$ cat config.mk
export PLATFORM = sky130hd
export DESIGN_NAME = ram_word_port_flat
export DESIGN_NICKNAME = d
export VERILOG_FILES = /design/src/rtl/ram_word_port_pkg.sv /design/src/rtl/ram_word_port_if.sv /design/src/rtl/ram_word_port_read_capture.sv /design/src/rtl/ram_word_port.sv /design/src/flat_wrapper.sv
export SDC_FILE = /design/constraint.sdc
export NUM_CORES = 1
export LEC_CHECK = 0
export CAP_MARGIN = 10
export CORE_ASPECT_RATIO = 1.2
export CORE_UTILIZATION = 40
export CTS_CLUSTER_SIZE = 14
export DETAILED_ROUTE_END_ITERATION = 10
export PLACE_DENSITY = 0.62
export RECOVER_POWER = 50
export SLEW_MARGIN = 20
export SYNTH_ARGS = -nofsm -noshare
export SYNTH_HDL_FRONTEND = slang
export SYNTH_SLANG_ARGS = --single-unit
$ cat constraint.sdc
create_clock -name clk -period 2.7 [get_ports clk]
set_input_delay 0.405 -clock clk [delete_from_list [all_inputs] [get_ports clk]]
set_output_delay 0.405 -clock clk [all_outputs]
set_load 0.01 [all_outputs]
$ cat src/rtl/ram_word_port_pkg.sv
// Shared types and constants for the word-over-byte RAM port A adapter.
// Lane byte order follows RAM_WORD_BIG_ENDIAN_EN (little-endian when undefined).
package ram_word_pkg;

    localparam int unsigned WORD_BYTES = 4;
    localparam logic [18:0] SELECTION_ADDR_DATA_ADDR = 19'h30E50;

    typedef enum logic [2:0] {
        IDLE,
        WRITE,
        READ,
        WAIT,
        RESP
    } state_e;

    // Bit position of byte lane 0..3 inside a 32-bit word
    function automatic logic [4:0] lane_lsb(input logic [1:0] lane);
`ifdef RAM_WORD_BIG_ENDIAN_EN
        return {~lane, 3'b000};
`else
        return {lane, 3'b000};
`endif
    endfunction

    function automatic logic [7:0] word_byte(input logic [31:0] word, input logic [1:0] lane);
        return word[lane_lsb(lane) +: 8];
    endfunction

endpackage

$ cat src/rtl/ram_word_port_if.sv
// CPU-side word request/response bus of the RAM word adapter.
interface ram_word_port_if #(
    parameter int unsigned ADDR_W = 19
) ();

    logic              req_valid;
    logic              req_ready;
    logic              req_write;
    logic [ADDR_W-1:0] req_addr;
    logic [31:0]       req_wdata;
    logic              rsp_valid;
    logic              rsp_err;
    logic [31:0]       rsp_rdata;

    modport master (
        output req_valid, req_write, req_addr, req_wdata,
        input  req_ready, rsp_valid, rsp_err, rsp_rdata
    );

    modport slave (
        input  req_valid, req_write, req_addr, req_wdata,
        output req_ready, rsp_valid, rsp_err, rsp_rdata
    );

endinterface

$ cat src/rtl/ram_word_port_read_capture.sv
// Aligns RAM read data with the lane that requested it and assembles the word.
// word_c/last_c already include the byte arriving this cycle.
module ram_read_capture
    import ram_word_pkg::*;
#(
    parameter int unsigned READ_LAT = 1
) (
    input  logic        clk,
    input  logic        rst,
    input  logic        issue_valid,
    input  logic [1:0]  issue_lane,
    input  logic [7:0]  ram_readdata,
    output logic        last_c,
    output logic [31:0] word_c
);

    logic [READ_LAT-1:0] vld_q;
    logic [1:0]          lane_q [READ_LAT];
    logic [31:0]         asm_q;
    logic                tap_vld;
    logic [1:0]          tap_lane;

    assign tap_vld  = vld_q[READ_LAT-1];
    assign tap_lane = lane_q[READ_LAT-1];

    // Delay line matching the RAM latency, plus the assembly register
    always_ff @(posedge clk or negedge rst) begin
        if (!rst) begin
            vld_q <= '0;
            for (int i = 0; i < int'(READ_LAT); i++) begin
                lane_q[i] <= 2'd0;
            end
            asm_q <= '0;
        end else begin
            vld_q[0]  <= issue_valid;
            lane_q[0] <= issue_lane;
            for (int i = 1; i < int'(READ_LAT); i++) begin
                vld_q[i]  <= vld_q[i-1];
                lane_q[i] <= lane_q[i-1];
            end
            asm_q <= word_c;
        end
    end

    always_comb begin
        word_c = asm_q;
        if (tap_vld) begin
            word_c[lane_lsb(tap_lane) +: 8] = ram_readdata;
        end
    end

    assign last_c = tap_vld && (tap_lane == 2'd3);

endmodule

$ cat src/rtl/ram_word_port.sv
// 32-bit word access adapter onto the 8-bit port A of the frame/data RAM.
// Byte order selected by RAM_WORD_BIG_ENDIAN_EN (see ram_word_pkg).
module ram_word_port
    import ram_word_pkg::*;
#(
    parameter int unsigned ADDR_W   = 19,
    parameter int unsigned DEPTH    = 524288,
    parameter int unsigned READ_LAT = 1
) (
    input  logic              clk,
    input  logic              rst,
    ram_word_port_if.slave    bus,
    output logic [ADDR_W-1:0] ram_address,
    output logic [7:0]        ram_writedata,
    output logic              ram_write_enable,
    input  logic [7:0]        ram_readdata
);

    localparam logic [ADDR_W:0] LAST_WORD_ADDR = (ADDR_W+1)'(DEPTH - WORD_BYTES);

    state_e            state_q, state_d;
    logic [1:0]        k_q, k_d, k_nxt;
    logic [ADDR_W-1:0] addr_q, addr_d;
    logic [31:0]       wdata_q, wdata_d;
    logic              ready_q, ready_d;
    logic              rsp_valid_q, rsp_valid_d;
    logic              rsp_err_q, rsp_err_d;
    logic [31:0]       rsp_rdata_q, rsp_rdata_d;
    logic [ADDR_W-1:0] ram_address_q, ram_address_d;
    logic [7:0]        ram_writedata_q, ram_writedata_d;
    logic              ram_we_q, ram_we_d;
    logic              accept_c;
    logic              out_of_range_c;
    logic              cap_last_c;
    logic [31:0]       cap_word_c;

    assign accept_c       = bus.req_valid && ready_q;
    assign out_of_range_c = {1'b0, bus.req_addr} > LAST_WORD_ADDR;

    assign bus.req_ready    = ready_q;
    assign bus.rsp_valid    = rsp_valid_q;
    assign bus.rsp_err      = rsp_err_q;
    assign bus.rsp_rdata    = rsp_rdata_q;
    assign ram_address      = ram_address_q;
    assign ram_writedata    = ram_writedata_q;
    assign ram_write_enable = ram_we_q;

    ram_read_capture #(
        .READ_LAT (READ_LAT)
    ) u_capture (
        .clk          (clk),
        .rst          (rst),
        .issue_valid  (state_q == READ),
        .issue_lane   (k_q),
        .ram_readdata (ram_readdata),
        .last_c       (cap_last_c),
        .word_c       (cap_word_c)
    );

    always_ff @(posedge clk or negedge rst) begin
        if (!rst) begin
            state_q         <= IDLE;
            k_q             <= 2'd0;
            addr_q          <= '0;
            wdata_q         <= '0;
            ready_q         <= 1'b0;
            rsp_valid_q     <= 1'b0;
            rsp_err_q       <= 1'b0;
            rsp_rdata_q     <= '0;
            ram_address_q   <= '0;
            ram_writedata_q <= '0;
            ram_we_q        <= 1'b0;
        end else begin
            state_q         <= state_d;
            k_q             <= k_d;
            addr_q          <= addr_d;
            wdata_q         <= wdata_d;
            ready_q         <= ready_d;
            rsp_valid_q     <= rsp_valid_d;
            rsp_err_q       <= rsp_err_d;
            rsp_rdata_q     <= rsp_rdata_d;
            ram_address_q   <= ram_address_d;
            ram_writedata_q <= ram_writedata_d;
            ram_we_q        <= ram_we_d;
        end
    end

    // Outputs are computed one cycle ahead so that every port is a flop
    always_comb begin
        state_d         = state_q;
        k_d             = k_q;
        addr_d          = addr_q;
        wdata_d         = wdata_q;
        rsp_valid_d     = 1'b0;
        rsp_err_d       = 1'b0;
        rsp_rdata_d     = rsp_rdata_q;
        ram_address_d   = ram_address_q;
        ram_writedata_d = ram_writedata_q;
        ram_we_d        = 1'b0;
        k_nxt           = k_q + 2'd1;

        unique case (state_q)
            IDLE: begin
                if (accept_c) begin
                    addr_d  = bus.req_addr;
                    wdata_d = bus.req_wdata;
                    k_d     = 2'd0;
                    if (out_of_range_c) begin
                        state_d     = RESP;
                        rsp_valid_d = 1'b1;
                        rsp_err_d   = 1'b1;
                    end else begin
                        ram_address_d = bus.req_addr;
                        if (bus.req_write) begin
                            state_d         = WRITE;
                            ram_writedata_d = word_byte(bus.req_wdata, 2'd0);
                            ram_we_d        = 1'b1;
                        end else begin
                            state_d = READ;
                        end
                    end
                end
            end
            WRITE: begin
                if (k_q == 2'd3) begin
                    state_d     = RESP;
                    rsp_valid_d = 1'b1;
                end else begin
                    k_d             = k_nxt;
                    ram_address_d   = addr_q + ADDR_W'(k_nxt);
                    ram_writedata_d = word_byte(wdata_q, k_nxt);
                    ram_we_d        = 1'b1;
                end
            end
            READ: begin
                if (k_q == 2'd3) begin
                    state_d = WAIT;
                end else begin
                    k_d           = k_nxt;
                    ram_address_d = addr_q + ADDR_W'(k_nxt);
                end
            end
            WAIT: begin
                if (cap_last_c) begin
                    state_d     = RESP;
                    rsp_valid_d = 1'b1;
                    rsp_rdata_d = cap_word_c;
                end
            end
            RESP: begin
                state_d = IDLE;
            end
            default: begin
                state_d = IDLE;
            end
        endcase

        ready_d = (state_d == IDLE);
    end

endmodule

$ cat src/flat_wrapper.sv
// flat-port wrapper written by rule: the top's interface ports become plain ports
module ram_word_port_flat import ram_word_pkg::*;
#(
    parameter int unsigned ADDR_W   = 19,
    parameter int unsigned DEPTH    = 524288,
    parameter int unsigned READ_LAT = 1
)
  (clk, rst, ram_address, ram_writedata, ram_write_enable, ram_readdata, bus_req_valid, bus_req_write, bus_req_addr, bus_req_wdata, bus_req_ready, bus_rsp_valid, bus_rsp_err, bus_rsp_rdata);
  ram_word_port_if #(.ADDR_W(ADDR_W)) bus_i ();
  input  logic clk;
  input  logic rst;
  output logic [ADDR_W-1:0] ram_address;
  output logic [7:0] ram_writedata;
  output logic ram_write_enable;
  input  logic [7:0] ram_readdata;
  input wire logic [$bits(bus_i.req_valid)-1:0] bus_req_valid;
  input wire logic [$bits(bus_i.req_write)-1:0] bus_req_write;
  input wire logic [$bits(bus_i.req_addr)-1:0] bus_req_addr;
  input wire logic [$bits(bus_i.req_wdata)-1:0] bus_req_wdata;
  output wire logic [$bits(bus_i.req_ready)-1:0] bus_req_ready;
  output wire logic [$bits(bus_i.rsp_valid)-1:0] bus_rsp_valid;
  output wire logic [$bits(bus_i.rsp_err)-1:0] bus_rsp_err;
  output wire logic [$bits(bus_i.rsp_rdata)-1:0] bus_rsp_rdata;
  assign bus_i.req_valid = bus_req_valid;
  assign bus_i.req_write = bus_req_write;
  assign bus_i.req_addr = bus_req_addr;
  assign bus_i.req_wdata = bus_req_wdata;
  assign bus_req_ready = bus_i.req_ready;
  assign bus_rsp_valid = bus_i.rsp_valid;
  assign bus_rsp_err = bus_i.rsp_err;
  assign bus_rsp_rdata = bus_i.rsp_rdata;
  ram_word_port #(.ADDR_W(ADDR_W), .DEPTH(DEPTH), .READ_LAT(READ_LAT)) u_core (.clk(clk), .rst(rst), .bus(bus_i), .ram_address(ram_address), .ram_writedata(ram_writedata), .ram_write_enable(ram_write_enable), .ram_readdata(ram_readdata));
endmodule
==> flow_summary.yaml, run 1 <==
outcome:
  status: "finished with violations"
  failed_checks: "max-capacitance violations, max-slew violations"
synthesis:
  yosys_warnings: 0
  avgSynthCellArea_sq_um: 12.7
  async_flop_share_pct: 100
  synthTopCellsByArea: "dfrtp_1 (57%), mux2_2 (13%), nand2_1 (4.6%), a22o_1 (3.9%), mux4_2 (2.7%)"
  syn_inst: 518
  synthTopCellsByCount: "dfrtp_1 (151), nand2_1 (80), mux2_2 (79)"
  synth-seq-area-share_pct: 57.3
  synth_ff_type: "dfrtp_1"
  ys_ff_latch: 151
  synth_top_cell_by_area: "dfrtp_1"
  synthesis.area_sq_mm: 0.00659
  synth.most_common_cell: "dfrtp_1"
  synth_top_area_share_pct: 57.3
  syn_nets: 590
  post_synth_num_cell_types: 45
  synth_edf_count: 0
floorplan:
  fp.dieW_um: 119
  start_util_pct: 40.8
  fp.dieArea_sq_mm: 0.0170
  die_h_um: 143
  rows: 51
  ioPinCount: 126
  core-area_sq_mm: 0.0161
setup_path:
  reg2reg_from: "u_core.k_q[0]"
  critPathRequiredTime_ns: 3.00
  setup.worst_path.start: "u_core.k_q[0]"
  cp-start-kind: "flip-flop"
  arrival_ns: 2.69
  cp_max_fo: 6
  worstSetupPathType: "flip-flop to flip-flop"
  critPathCaptureType: "flip-flop"
placed_design:
  hpwl_mm: 10.9
  dp_cells: 849
  gp_congestion: 0.829
  place_area_sq_mm: 0.00817
  io_buffers: 125
  dp_slack_ns: 0.0458
clock_network:
  cts_buffer_depth: 2
  clk_latency_ns: 0.42
  cts_setup_buffers: 0
  htreeDepth: 4
  ctsHoldBuffers: 1
  cts_tree: "built"
  cts-root-buf: "clkbuf_16"
  path_clk_slew_ns: 0.06
  cts_buffers: 17
  clock_sinks: 151
  ctsResizeCount: 0
power:
  power_mw: 10.6
  clkPwrFrac_pct: 22.8
  cellInternalPower_mw: 7.15
  p_sw_share_pct: 32.8
  power_leakage_nw: 3.86
  p_sw_mw: 3.49
  p_per_area_mw_per_mm2: 1210
  p_seq_share_pct: 37.1
  combPwrFrac_pct: 40.2
  vdd_drop_max_uv: 509
routing:
  routed_via_density: 5.19
  ant_nets: 0
  wirelength_mm: 15.3
  drtPass1Iterations: 4
  post_drt_wl_per_cell_um: 17.4
  drc: 0
  dr_total_vias: 4581
  drt_iter0_drc: 225
layout:
  area_growth_pct: 33.1
  multi_input_area_sq_mm: 0.00267
  regArea_sq_mm: 0.00378
  fin_cells: 882
  layout.nets: 729
  fillCellCount: 1390
  drive_above_1_share_pct: 21.6
  finish.utilization_pct: 54.4
  design_area_sq_mm: 0.00877
  diodes: 0
sta:
  fin_crit_ns: 2.39
  fin_tns_setup_ns: 0
  relSlewSlack_pct: -8.29
  finalMaxSlewViolations: 66
  fin_skew_ns: 0.00615
  fmax_mhz: 418
  holdWs_ns: 0.421
  rsz0062_at_grt: "false"
  finalCritPeriodShare_pct: 88.6
  setup_viol: 0
  worst_slew_pin_slew_ns: 1.62
  fin_ws_ns: 0.307
  hold_violations: 0
global_route:
  antenna_found_initial: 0
  grt_overflow: 0
  grt_pass1_wl_mm: 25.1
  grtUsageTotal_pct: 19.2
  first_global_vias: 4814
  grt_max_degree: 67
worst_hold_path:
  holdCritPathClass: "flip-flop to flip-flop"
  worstHoldStart: "u_core.k_q[1]"
job:
  cap_violations: 1
-- layout make-up --
| type | instances | share of cell area, % |
|---|---|---|
| flip-flops and latches | 151 | 43.1 |
| multi-input cells | 334 | 30.4 |
| repair buffers | 143 | 16.1 |
| clock buffers | 24 | 5.60 |
| well taps | 212 | 3.02 |
| clock inverters | 8 | 1.35 |
| inverters | 10 | 0.428 |
-- placed cells by master (no fill, tap or decap), types with 9 or more instances in the layout --
master,instances
dfrtp_1,151
clkdlybuf4s50_1,105
nand2_1,80
mux2_2,79
a22o_1,29
o21ai_0,24
dlygate4sd3_1,20
clkbuf_16,17
nor2_1,12
nand3_1,12
buf_4,12
inv_1,10
mux2i_1,10
xor2_1,9
-- kinds of logic (layout without fill, tap and decap cells) --
group | after synthesis | in the layout | synth area share, %
AO/OA/AOI/OAI | 74 | 74 | 8.46
XOR/XNOR | 14 | 14 | 1.86
adder cells (fa/ha/maj) | 9 | 9 | 1.82
buffers and inverters | 33 | 185 | 2.37
flip-flops | 151 | 151 | 57.3
multiplexers | 98 | 98 | 17.9
AND/OR/NAND/NOR | 139 | 139 | 10.3
-- final timing paths --
path,cells past startpoint,end,slack [ns]
max,8,u_core.ram_address[13],0.31
min,0,u_core.u_capture.lane_q[1],0.42
max reg2reg,8,u_core.ram_address[13],0.31
min reg2reg,0,u_core.u_capture.lane_q[1],0.42
max in group asynchronous,3,u_core.wdata_q[3],0.52
min in group asynchronous,2,u_core.bus.rsp_rdata[10],0.95
-- power by group through the flow --
stage / clock [mW] / sequential (mW) / combinational [mW]
final: 2.42 / 3.95 / 4.27
after CTS: 2.48 / 3.96 / 4.40
after global placement: 0 / 3.95 / 4.28
after global routing: 2.57 / 4.09 / 4.71
after floorplan: 0 / 4.00 / 2.61
after detailed placement: 0 / 3.99 / 4.37
-- state kept, by name, summed over array words and instances, names as in the netlist, 2 cells and up --
| register | count |
|---|---|
| u_core.addr_q | 19 |
| u_core.bus.rsp_rdata | 32 |
| u_core.k_q | 2 |
| u_core.ram_address | 19 |
| u_core.ram_writedata | 8 |
| u_core.state_q | 3 |
| u_core.u_capture.asm_q | 29 |
| u_core.u_capture.lane_q | 2 |
| u_core.wdata_q | 32 |
-- critical path, stage by stage, from the launching register on --
cell	delay, ns
dfrtp_1	0.40
ha_1	0.38
ha_1	0.30
a21oi_1	0.42
nor4_1	0.13
buf_4	0.17
a211o_1	0.30
o211ai_1	0.09
o21ai_0	0.09
-- metal layers --
layer  wire, um  track usage (%)  vias to the layer above
li1           -                -                     2146
met1       6420             23.5                     2286
met2       7720             32.2                      123
met3        823             4.83                       26
met4        337             8.59                        0
met5          0                0                        -
Note: power is estimated with default switching activity, not from simulation.
==> run 2, diff against run 1 <==
- PLACE_DENSITY: 0.62 -> 0.65
- REMOVE_ABC_BUFFERS: unset -> 1
- clock period: 2.7 -> 2.2 ns (I/O delays scaled with it)
==> flow_summary.yaml, run 2 (synthesized netlist as in run 1, its figures left out) <==
floorplan:
  core-area_sq_mm: 0.0161
  ioPinCount: 126
  fp.dieW_um: 119
  die_h_um: 143
  start_util_pct: 40.8
  rows: 51
  fp.dieArea_sq_mm: 0.0170
clock_network:
  cts-root-buf: "clkbuf_16"
  htreeDepth: 4
  cts_buffers: 17
  cts_tree: "built"
  clock_sinks: 151
  path_clk_slew_ns: 0.06
  cts_buffer_depth: 2
  clk_latency_ns: 0.42
power:
  power_mw: 13.9
  p_per_area_mw_per_mm2: 1530
  power_leakage_nw: 4.00
  vdd_drop_max_uv: 653
layout:
  finish.utilization_pct: 56.4
  final_common_cell: "dfrtp_1"
  design_area_sq_mm: 0.00910
  diodes: 0
  final_cell_mix: "dfrtp_1 (151), clkdlybuf4s50_1 (114), nand2_1 (80)"
  fin_cells: 905
  layout.nets: 754
  drive_above_1_share_pct: 25.7
  area_growth_pct: 38.0
routing:
  ant_nets: 0
  routed_via_density: 5.21
  drt_iter0_drc: 207
  drc: 0
  wirelength_mm: 15.5
  post_drt_wl_per_cell_um: 17.2
  dr_total_vias: 4716
  drtPass1Iterations: 4
placed_design:
  place_area_sq_mm: 0.00838
  dp_cells: 872
  hpwl_mm: 11.0
  gp_congestion: 0.846
  io_buffers: 125
global_route:
  grt_overflow: 0
  grtUsageTotal_pct: 19.7
  grt_pass1_wl_mm: 25.6
  grt_max_degree: 57
  first_global_vias: 4995
  antenna_found_initial: 0
worst_hold_path:
  worstHoldStart: "u_core.k_q[1]"
  min_path_cells: 0
  holdCritPathClass: "flip-flop to flip-flop"
  worstHoldEndpoint: "u_core.u_capture.lane_q[1]"
job:
  cap_violations: 0
sta:
  worst_slew_pin_slew_ns: 1.44
  fmax_mhz: 465
  setup_viol: 0
  fin_skew_ns: 0.00495
  finalMaxSlewViolations: 0
  relSlewSlack_pct: 3.88
  hold_violations: 0
  fin_crit_ns: 2.15
  finalCritPeriodShare_pct: 97.7
  rsz0062_at_grt: "true"
setup_path:
  critPathCaptureType: "flip-flop"
  r2r_slack_ns: 0.05
  cp-start-kind: "flip-flop"
  critPathRequiredTime_ns: 2.56
  setup.worst_path.start: "u_core.u_capture.lane_q[1]"
  cp_max_fo: 8
  ff2ff_path_depth: 6
  arrival_ns: 2.51
  worstSetupPathType: "flip-flop to flip-flop"
  reg2reg_from: "u_core.u_capture.lane_q[1]"
  worstReg2RegEnd: "u_core.bus.rsp_rdata[16]"
outcome:
  status: "complete, no violations"
==> run 2: cell count changes in the layout (fill, tap and decap cells not counted), sizes merged <==
cell           previous run  this run
clkdlybuf4s50           105       114
dlygate4sd3              20        11
clkbuf                   27        23
bufinv                    3         7
clkinv                    5         2
buf                      15        41
==> run 2: worst max path at each step <==
| stage | end | slack, ns | cells past startpoint |
|---|---|---|---|
| after floorplan | u_core.bus.rsp_rdata[0] | -0.49 | 4 |
| after detailed placement | u_core.ram_writedata[5] | -0.19 | 8 |
| after CTS | u_core.ram_address[16] | 0.01 | 10 |
| final | u_core.bus.rsp_rdata[16] | 0.05 | 6 |
| after global routing | u_core.bus.rsp_rdata[16] | -0.09 | 6 |
| after global placement | u_core.ram_writedata[0] | -0.13 | 8 |
==> run 2: what timing repair did <==
| action | in CTS | in global routing |
|---|---|---|
| endpoints found under the hold margin | 53 | 0 |
| pin swaps | 4 | 1 |
| setup endpoints to repair | 1 | 23 |
| setup buffers | 2 | 0 |
| gates cloned | 0 | 0 |
| resized for setup | 5 | 6 |
| hold buffers | 1 | 0 |
==> run 2: worst max-delay path: stages (launching register included) <==
cell and delay [ns]:
dfrtp_1 0.36, inv_1 0.08, ha_1 0.33, inv_1 0.08
nor4_2 0.79, a22o_1 0.28, mux2_2 0.16
==> run 2: metal layers <==
layer | up-vias | global-route usage, % | part of all wire, %
met3 | 30 | 5.47 | 4.8
met5 | - | 0 | 0
met4 | 0 | 8.19 | 2.3
met2 | 135 | 33.0 | 51
met1 | 2374 | 23.9 | 42
li1 | 2177 | - | -
==> run 2: cell type report <==
cell class                 count  area [sq um]
fill                        1352          7050
sequential                   151          3780
multi-input combinational    334          2730
timing repair buffer         168          1620
clock buffer                  21           440
tap                          212           265
clock inverter                 9           224
inverter                      10          37.5
==> run 2: stage by stage <==
stage	worst slack, ns	hold WS (ns)	TNS [ns]
after CTS	0.0143	0.470	0
after global placement	-0.129	0.340	-1.04
after global routing	-0.0872	0.486	-2.33
after floorplan	-0.494	0.0344	-24.09
after detailed placement	-0.191	0.346	-1.59
final	0.0512	0.472	0
==> run 2: where the power goes <==
| part | switching, mW | total (mW) | internal [mW] |
|---|---|---|---|
| logic | 2.57 | 5.73 | 3.16 |
| registers | 0.799 | 4.87 | 4.07 |
| clock network | 1.09 | 3.31 | 2.23 |
| total | 4.46 | 13.9 | 9.46 |
==> run 3, diff against run 2 <==
- CORE_ASPECT_RATIO: 1.2 -> 1.5
==> flow_summary.yaml, run 3 (synthesized netlist as in run 1, its figures left out) <==
floorplan:
  ioPinCount: 126
  core-area_sq_mm: 0.0162
  fp.dieArea_sq_mm: 0.0170
  rows: 57
  fp.dieW_um: 107
  start_util_pct: 40.7
  die_h_um: 159
setup_path:
  worstReg2RegEnd: "u_core.ram_address[16]"
  arrival_ns: 2.44
  cp-start-kind: "flip-flop"
  critPathCaptureType: "flip-flop"
  r2r_slack_ns: 0.03
  cp_max_fo: 6
  worstSetupPathType: "flip-flop to flip-flop"
  reg2reg_from: "u_core.k_q[0]"
  critPathRequiredTime_ns: 2.47
  ff2ff_path_depth: 10
routing:
  routed_via_density: 5.22
  drc: 0
  drtPass1Iterations: 4
  post_drt_wl_per_cell_um: 17.1
  dr_total_vias: 4693
  wirelength_mm: 15.4
  ant_nets: 0
  drt_iter0_drc: 189
layout:
  area_growth_pct: 36.9
  drive_above_1_share_pct: 25.7
  layout.nets: 753
  fin_cells: 899
  final_cell_mix: "dfrtp_1 (151), clkdlybuf4s50_1 (104), nand2_1 (80)"
  design_area_sq_mm: 0.00902
  final_common_cell: "dfrtp_1"
  finish.utilization_pct: 55.7
  diodes: 0
placed_design:
  io_buffers: 125
  dp_slack_ns: -0.151
  hpwl_mm: 11.2
  gp_congestion: 0.830
  place_area_sq_mm: 0.00836
  dp_cells: 864
global_route:
  grt_overflow: 0
  first_global_vias: 4960
  grtUsageTotal_pct: 19.3
  grt_max_degree: 54
  grt_pass1_wl_mm: 25.4
  antenna_found_initial: 0
clock_network:
  htreeDepth: 4
  cts_buffer_depth: 2
  clk_latency_ns: 0.42
  path_clk_slew_ns: 0.06
  cts-root-buf: "clkbuf_16"
  cts_buffers: 17
  cts_tree: "built"
  clock_sinks: 151
worst_hold_path:
  min_path_cells: 2
  worstHoldStart: "u_core.ram_address[14]"
  holdCritPathClass: "flip-flop to flip-flop"
  worstHoldEndpoint: "u_core.ram_address[14]"
sta:
  fin_skew_ns: 0.0101
  finalMaxSlewViolations: 0
  relSlewSlack_pct: 11.9
  setup_viol: 0
  fin_crit_ns: 2.17
  worst_slew_pin_slew_ns: 1.32
  hold_violations: 0
  finalCritPeriodShare_pct: 98.6
  fin_ws_ns: 0.0308
  holdWs_ns: 0.479
  fin_tns_setup_ns: 0
  fmax_mhz: 461
power:
  power_leakage_nw: 3.98
  vdd_drop_max_uv: 764
  p_per_area_mw_per_mm2: 1480
  power_mw: 13.3
job:
  cap_violations: 0
outcome:
  status: "complete, no violations"
run 3: cell count changes in the layout (fill, tap and decap cells not counted), sizes merged:
cell / change
clkdlybuf4s50: -10
dlygate4sd3: +10
bufinv: -6
clkbuf: +5
buf: -3
clkinv: +2
clkinvlp: +2
run 3: how the worst max path moves through the flow:
stage / from / to / slack (ns) / depth (start not counted)
after floorplan: u_core.u_capture.lane_q[0] / u_core.bus.rsp_rdata[0] / -0.49 / 4
after global placement: bus_req_addr[0] / u_core.ram_writedata[1] / -0.16 / 8
after detailed placement: bus_req_addr[0] / u_core.ram_writedata[3] / -0.15 / 8
after CTS: u_core.k_q[1] / u_core.ram_address[9] / 0.007 / 8
after global routing: u_core.k_q[0] / u_core.ram_address[16] / -0.03 / 10
final: u_core.k_q[0] / u_core.ram_address[16] / 0.03 / 10
run 3: final cells by class:
class	instances	area [sq um]
clock buffer	24	502
clock inverter	7	68.8
fill	1413	7170
inverter	10	40.0
multi-input combinational	334	2740
sequential	151	3780
tap	206	258
timing repair buffer	167	1630
run 3: worst max-delay path, cell delays in order (launching register included):
cell and delay [ns]:
dfrtp_1 0.42, buf_6 0.14, inv_4 0.04, ha_4 0.12, fa_2 0.20, nand4_1 0.20, nor4_4 0.33, buf_6 0.17
nand3_2 0.08, xor2_1 0.17, o221ai_1 0.15
run 3: where the power goes:
part	switching, mW	total [mW]	internal (mW)
Sequential	0.794	4.87	4.07
Clock	1.07	2.77	1.70
Combinational	2.58	5.70	3.13
run 3: metal layers:
| metal | GRT usage [%] | vias up | share of wire, % |
|---|---|---|---|
| met3 | 4.63 | 25 | 4.3 |
| met2 | 32.7 | 123 | 52 |
| met4 | 7.60 | 0 | 2.2 |
| met5 | 0 | - | 0 |
| met1 | 23.5 | 2365 | 42 |
| li1 | - | 2180 | - |
run 3: timing repair:
item,CTS,global route
endpoints found under the hold margin,50,0
buffers inserted,0,3
setup endpoints to repair,16,11
pin swaps,0,3
hold buffers,1,0
gates resized for setup,3,13
